### config.mk
export PLATFORM = sky130hd
export DESIGN_NAME = ascon_pt_encrypt
export DESIGN_NICKNAME = d
export VERILOG_FILES = /design/src/rtl/ascon_pkg.sv /design/src/rtl/ascon_round.sv /design/src/rtl/ascon_pt_encrypt.sv
export SDC_FILE = /design/constraint.sdc
export NUM_CORES = 2
export LEC_CHECK = 0
export ABC_CLOCK_PERIOD_IN_PS = 26100
export BUFFER_PORTS_ARGS = -buffer_cell sky130_fd_sc_hd__buf_2
export CORE_AREA = 2 2 304 306
export CTS_CLUSTER_SIZE = 28
export DETAILED_ROUTE_END_ITERATION = 10
export DIE_AREA = 0 0 306 308
export PLACE_DENSITY = 0.62
export SLEW_MARGIN = 20
export SYNTH_ARGS = -nofsm -noshare
export SYNTH_HDL_FRONTEND = slang
export SYNTH_HIERARCHICAL = 1
export SYNTH_SLANG_ARGS = --single-unit
### constraint.sdc
create_clock -name clk -period 26.1 [get_ports clk]
set_input_delay 1.305 -clock clk [delete_from_list [all_inputs] [get_ports clk]]
set_output_delay 1.305 -clock clk [all_outputs]
set_load 0.1 [all_outputs]
### src/rtl/ascon_pkg.sv
// Shared ASCON types, FSM encoding and round constants for the sequential
// permutation-based stages (init, AD, plaintext, finalization).
package ascon_pkg;

    typedef struct packed {
        logic [63:0] x0;
        logic [63:0] x1;
        logic [63:0] x2;
        logic [63:0] x3;
        logic [63:0] x4;
    } ascon_state_t;

    typedef enum logic [2:0] {
        S_IDLE,
        S_WAIT_PT,
        S_EMIT,
        S_PERM,
        S_PAD,
        S_DONE
    } fsm_state_t;

    localparam logic [7:0] PAD_BYTE  = 8'h80;
    localparam logic [3:0] P6_FIRST  = 4'd6;

    // Constants for all 12 rounds of p12; p6 uses entries 6..11.
    function automatic logic [7:0] round_const(input logic [3:0] idx);
        case (idx)
            4'd0:    return 8'hf0;
            4'd1:    return 8'he1;
            4'd2:    return 8'hd2;
            4'd3:    return 8'hc3;
            4'd4:    return 8'hb4;
            4'd5:    return 8'ha5;
            4'd6:    return 8'h96;
            4'd7:    return 8'h87;
            4'd8:    return 8'h78;
            4'd9:    return 8'h69;
            4'd10:   return 8'h5a;
            4'd11:   return 8'h4b;
            default: return 8'h00;
        endcase
    endfunction

    function automatic logic [63:0] rotr64(input logic [63:0] v, input int unsigned n);
        return (v >> n) | (v << (64 - n));
    endfunction

endpackage

### src/rtl/ascon_round.sv
// One combinational ASCON round: constant addition, bitsliced 5-bit S-box,
// and the per-word linear diffusion layer.
module ascon_round
    import ascon_pkg::*;
(
    input  ascon_state_t state_in,
    input  logic [7:0]   rc,
    output ascon_state_t state_out
);

    logic [63:0] a0, a1, a2, a3, a4;
    logic [63:0] b0, b1, b2, b3, b4;
    logic [63:0] c0, c1, c2, c3, c4;

    always_comb begin
        a0 = state_in.x0 ^ state_in.x4;
        a1 = state_in.x1;
        a2 = state_in.x2 ^ {56'd0, rc} ^ state_in.x1;
        a3 = state_in.x3;
        a4 = state_in.x4 ^ state_in.x3;

        b0 = a0 ^ (~a1 & a2);
        b1 = a1 ^ (~a2 & a3);
        b2 = a2 ^ (~a3 & a4);
        b3 = a3 ^ (~a4 & a0);
        b4 = a4 ^ (~a0 & a1);

        // x1 picks up x0 before x0 absorbs x4
        c1 = b1 ^ b0;
        c0 = b0 ^ b4;
        c3 = b3 ^ b2;
        c2 = ~b2;
        c4 = b4;

        state_out.x0 = c0 ^ rotr64(c0, 19) ^ rotr64(c0, 28);
        state_out.x1 = c1 ^ rotr64(c1, 61) ^ rotr64(c1, 39);
        state_out.x2 = c2 ^ rotr64(c2, 1)  ^ rotr64(c2, 6);
        state_out.x3 = c3 ^ rotr64(c3, 10) ^ rotr64(c3, 17);
        state_out.x4 = c4 ^ rotr64(c4, 7)  ^ rotr64(c4, 41);
    end

endmodule

### src/rtl/ascon_pt_encrypt.sv
// ASCON-128 plaintext phase: absorbs 64-bit blocks into x0, emits ciphertext,
// and iterates p6 one round per cycle between blocks.
//
// state     | meaning
// IDLE      | waiting for the post-AD state
// WAIT_PT   | ready for the next plaintext block
// EMIT      | presenting a ciphertext block until accepted
// PERM      | running p6, one round per cycle
// PAD       | lone padding block after a full final block
// DONE      | presenting the final state to finalization
module ascon_pt_encrypt
    import ascon_pkg::*;
#(
    parameter int RATE_BYTES  = 8,
    parameter int PERM_ROUNDS = 6
) (
    input  logic        clk,
    input  logic        rst,
    input  logic        start_valid,
    output logic        start_ready,
    input  logic        start_empty,
    input  logic [63:0] x0,
    input  logic [63:0] x1,
    input  logic [63:0] x2,
    input  logic [63:0] x3,
    input  logic [63:0] x4,
    input  logic        pt_valid,
    output logic        pt_ready,
    input  logic [63:0] pt,
    input  logic        pt_last,
    input  logic [3:0]  pt_bytes,
    output logic        ct_valid,
    input  logic        ct_ready,
    output logic [63:0] ct,
    output logic [3:0]  ct_bytes,
    output logic        ct_last,
    output logic        out_valid,
    input  logic        out_ready,
    output logic [63:0] y0,
    output logic [63:0] y1,
    output logic [63:0] y2,
    output logic [63:0] y3,
    output logic [63:0] y4
);

    localparam logic [3:0]  FULL_BYTES = 4'(RATE_BYTES);
    localparam logic [2:0]  LAST_ROUND = 3'(PERM_ROUNDS - 1);
    localparam logic [63:0] PAD_WORD   = {PAD_BYTE, 56'd0};

    fsm_state_t   fsm, fsm_next;
    ascon_state_t st, st_next, round_out;
    logic [2:0]   round_cnt, round_next;
    logic         full_last, full_next;
    logic [63:0]  ct_q, ct_next;
    logic [3:0]   ct_bytes_q, ct_bytes_next;
    logic         ct_last_q, ct_last_next;

    logic [3:0]   n_eff, n_inv, pad_idx;
    logic [63:0]  pt_mask, pad_word, x0_absorb;

    ascon_round u_round (
        .state_in  (st),
        .rc        (round_const(P6_FIRST + {1'b0, round_cnt})),
        .state_out (round_out)
    );

    // Illegal byte counts on a final block fall back to a full block.
    always_comb begin
        n_eff = FULL_BYTES;
        if (pt_last && pt_bytes != 4'd0 && pt_bytes < FULL_BYTES)
            n_eff = pt_bytes;
        n_inv     = FULL_BYTES - n_eff;
        pad_idx   = 4'd7 - n_eff;
        pt_mask   = {64{1'b1}} << {n_inv[2:0], 3'b000};
        pad_word  = (n_eff == FULL_BYTES) ? 64'd0 : ({56'd0, PAD_BYTE} << {pad_idx[2:0], 3'b000});
        x0_absorb = st.x0 ^ (pt & pt_mask) ^ pad_word;
    end

    always_ff @(posedge clk or posedge rst) begin
        if (rst) begin
            fsm        <= S_IDLE;
            st         <= '0;
            round_cnt  <= '0;
            full_last  <= 1'b0;
            ct_q       <= '0;
            ct_bytes_q <= '0;
            ct_last_q  <= 1'b0;
        end else begin
            fsm        <= fsm_next;
            st         <= st_next;
            round_cnt  <= round_next;
            full_last  <= full_next;
            ct_q       <= ct_next;
            ct_bytes_q <= ct_bytes_next;
            ct_last_q  <= ct_last_next;
        end
    end

    always_comb begin
        fsm_next      = fsm;
        st_next       = st;
        round_next    = round_cnt;
        full_next     = full_last;
        ct_next       = ct_q;
        ct_bytes_next = ct_bytes_q;
        ct_last_next  = ct_last_q;

        case (fsm)
            S_IDLE: begin
                if (start_valid) begin
                    st_next.x0 = x0;
                    st_next.x1 = x1;
                    st_next.x2 = x2;
                    st_next.x3 = x3;
                    st_next.x4 = x4;
                    if (start_empty) begin
                        st_next.x0 = x0 ^ PAD_WORD;
                        fsm_next   = S_DONE;
                    end else begin
                        fsm_next   = S_WAIT_PT;
                    end
                end
            end
            S_WAIT_PT: begin
                if (pt_valid) begin
                    st_next.x0    = x0_absorb;
                    ct_next       = x0_absorb & pt_mask;
                    ct_bytes_next = n_eff;
                    ct_last_next  = pt_last;
                    full_next     = pt_last && (n_eff == FULL_BYTES);
                    round_next    = '0;
                    fsm_next      = S_EMIT;
                end
            end
            S_EMIT: begin
                if (ct_ready)
                    fsm_next = (ct_last_q && !full_last) ? S_DONE : S_PERM;
            end
            S_PERM: begin
                st_next = round_out;
                if (round_cnt == LAST_ROUND) begin
                    round_next = '0;
                    fsm_next   = full_last ? S_PAD : S_WAIT_PT;
                end else begin
                    round_next = round_cnt + 3'd1;
                end
            end
            S_PAD: begin
                st_next.x0 = st.x0 ^ PAD_WORD;
                full_next  = 1'b0;
                fsm_next   = S_DONE;
            end
            S_DONE: begin
                if (out_ready)
                    fsm_next = S_IDLE;
            end
            default: fsm_next = S_IDLE;
        endcase
    end

    assign start_ready = (fsm == S_IDLE);
    assign pt_ready    = (fsm == S_WAIT_PT);
    assign ct_valid    = (fsm == S_EMIT);
    assign out_valid   = (fsm == S_DONE);
    assign ct          = ct_q;
    assign ct_bytes    = ct_bytes_q;
    assign ct_last     = ct_last_q;
    assign y0          = st.x0;
    assign y1          = st.x1;
    assign y2          = st.x2;
    assign y3          = st.x3;
    assign y4          = st.x4;

endmodule

==> impl_results.md <==
- Initial core utilization: 0.4050
- Top cells by area, synth: dfrtp_1 (27%), xnor3_1 (13%), xnor2_1 (10%)
- Routability Congestion: 1.041
- Worst EP required: 24.79 ns
- GRT overflow: 0
- HPWL Detailed: 152200 um
- Share of cells above drive strength 1: 0.2534
- IO buf count: 788
- Status: finished, final reports clean
- Via count: 33023
- Largest net degree at the start of global routing: 260
- Vias per cell: 5.658
- Slowest CP cell: dfrtp_1
- H-Tree Depth: 2
- Clk sinks: 396
- First-pass GRT wire length: 243700 um
- Fin nets: 5134
- Crit path kind: reg2out
- CP bufs+invs: 4
- Max Buffers Root-to-Sink: 3
- EDFF count, synth: 0
- Worst Setup Start Kind: register
- Leading area contributor after synthesis: dfrtp_1
- Num CTS Buffers: 49
- Cell Chain, Critical Path: inv_1 -> nand3b_1 -> inv_1 -> buf_4 -> buf_2
- Fin area: 0.04360 mm2
- Max Cap Viol: 0
- Placed Area: 0.04182 mm2
- CP endpoint kind: output pin
- Syn avg cell area: 9.429 um2
- Antenna Violating Nets Remaining: 0
- Crit-path max cell delay: 0.72 ns
- Vias in the first global route: 30820
- Slew Viols, Final: 0
- Clk_skew: 0.04172 ns
- Die width: 306 um
- Mapped Cells: 3907
- Syn_nets: 4440
- Total Routing Usage GR: 0.3744
- Post-synthesis register bit count: 396
- YS warnings: 6
- Worst-skew pair later-pin latency: 0.64 ns
- Max_slew headroom: 0.1182
- Core area: 0.09097 mm2
- Post-CTS sizing: 0
- Post-Route WL: 181900 um
- Die ar.: 0.09425 mm2
- TritonCTS clock tree: done
- Main synth FF type: dfrtp_1
- Top cells by count, synth: nand2_1 (872), xnor2_1 (434), nor2_1 (398)
- Routed wire per std cell: 31.17 um
- DRC: 0
- Slew at the pin closest to its max-slew limit: 1.313 ns
- Sequential cell area fraction in the yosys report: 0.2690
- Initial drt markers: 3707
- Buffer count from post-CTS setup fixing: 0
- Netlist cell types: 63
- Cell Area, Synth: 0.03684 mm2
- Top-area cell type share of the netlist area: 0.2690
- Setup_tns: 0 ns
- CP delay by family, top: buffers and inverters
- Achievable Freq: 196.1 MHz
- Async SR Flop Fraction: 1.000
- HP Class: reg2reg
- Rows: 111
- Crit-path max FO: 22
- Clock transition at the registers of the reported paths: 0.07 ns
- Final hold vios: 0
- Die Ht: 308 um
- CTS root buffer: clkbuf_16
- Setup Viol. Count Final: 0
- Antenna violations before repair: 13
- RSZ-0062 raised after global routing: false
- Final Cycle Share: 0.1954
- Final Critical Period: 5.100 ns
- Arrival time at the worst endpoint: 3.80 ns
- Syn-to-layout area delta: 18.35%
- # hold bufs at CTS: 0
- Pre-antenna DRT Iters: 6
- Most numerous cell in the Yosys netlist: nand2_1
- Most used cell, CP: inv_1
- Ports: 789
## sequential cells by signal, summed over array words and instances (netlist names), 4 cells and up
| name | cells |
|---|---|
| ct | 64 |
| y0 | 64 |
| y1 | 64 |
| y2 | 64 |
| y3 | 64 |
| y4 | 64 |
| ct_bytes | 4 |
## cell type report
type | instances | area [um2]
diodes | 11 | 27.53
clock buffers | 69 | 1434
clock inverters | 21 | 287.8
fillers | 8873 | 47370
inverters | 162 | 615.6
multi-input cells | 3170 | 25600
flip-flops and latches | 396 | 9910
well taps | 1186 | 1484
repair buffers | 822 | 4237
## stage by stage
stage                     utilization  cells  setup WS, ns  hold WS, ns
final                          0.4793   5837         21.00       0.4730
after global routing           0.4792   5833         20.93       0.4997
after CTS                      0.4786   5826         21.12       0.4780
after detailed placement       0.4597   5736         21.50       0.4560
after global placement         0.4597   5736         21.54       0.4512
after floorplan                     -   3907         13.78       0.4789
## tightest hold or removal path: cells and delay by family (launching register included)
kind | cells | cell delay [ns]
flip-flops | 1 | 0.34
AND/OR/NAND/NOR | 1 | 0.05
AO/OA/AOI/OAI | 1 | 0.05
## cell usage in the layout (no fill, tap or decap), types with 137 or more instances in the layout
master     n
a31oi_1  257
xnor3_1  214
nand2_1  870
xnor2_2  205
nor2_1   398
ha_1     137
inv_1    159
dfrtp_1  396
xnor2_1  430
buf_2    788
## metal layers
metal / share of wire / global-route usage / vias to the layer above
li1: - / - / 14470
met1: 0.38 / 0.4747 / 16199
met2: 0.44 / 0.5774 / 1975
met3: 0.11 / 0.1037 / 377
met4: 0.064 / 0.2079 / 2
met5: 0.000066 / 0 / -
## worst paths after layout
| check | startpoint | end | slack [ns] | cells past startpoint |
|---|---|---|---|---|
| setup / recovery | fsm[2] | pt_ready | 21.00 | 5 |
| hold / removal | ct[49] | ct[49] | 0.47 | 2 |
| setup reg to reg | fsm[2] | ct[2] | 21.58 | 7 |
| hold reg to reg | ct[49] | ct[49] | 0.47 | 2 |
| max in group asynchronous | rst | y3[2] | 23.74 | 3 |
| min in group asynchronous | rst | ct[24] | 0.82 | 2 |
## cell families (layout without fill, tap and decap cells)
logic type | count (synthesis) | in the layout | share of synthesized area
AO/OA/AOI/OAI | 644 | 644 | 0.1082
other | 0 | 11 | 0
flip-flops | 396 | 396 | 0.2690
buffers and inverters | 341 | 1074 | 0.03770
multiplexers | 10 | 10 | 0.002751
XOR/XNOR | 1017 | 1017 | 0.3884
AND/OR/NAND/NOR | 1344 | 1344 | 0.1421
adder cells (fa/ha/maj) | 155 | 155 | 0.05186
Power is not shown: default switching activity piles up to over one toggle a cycle in this logic, so the estimate is an artifact.
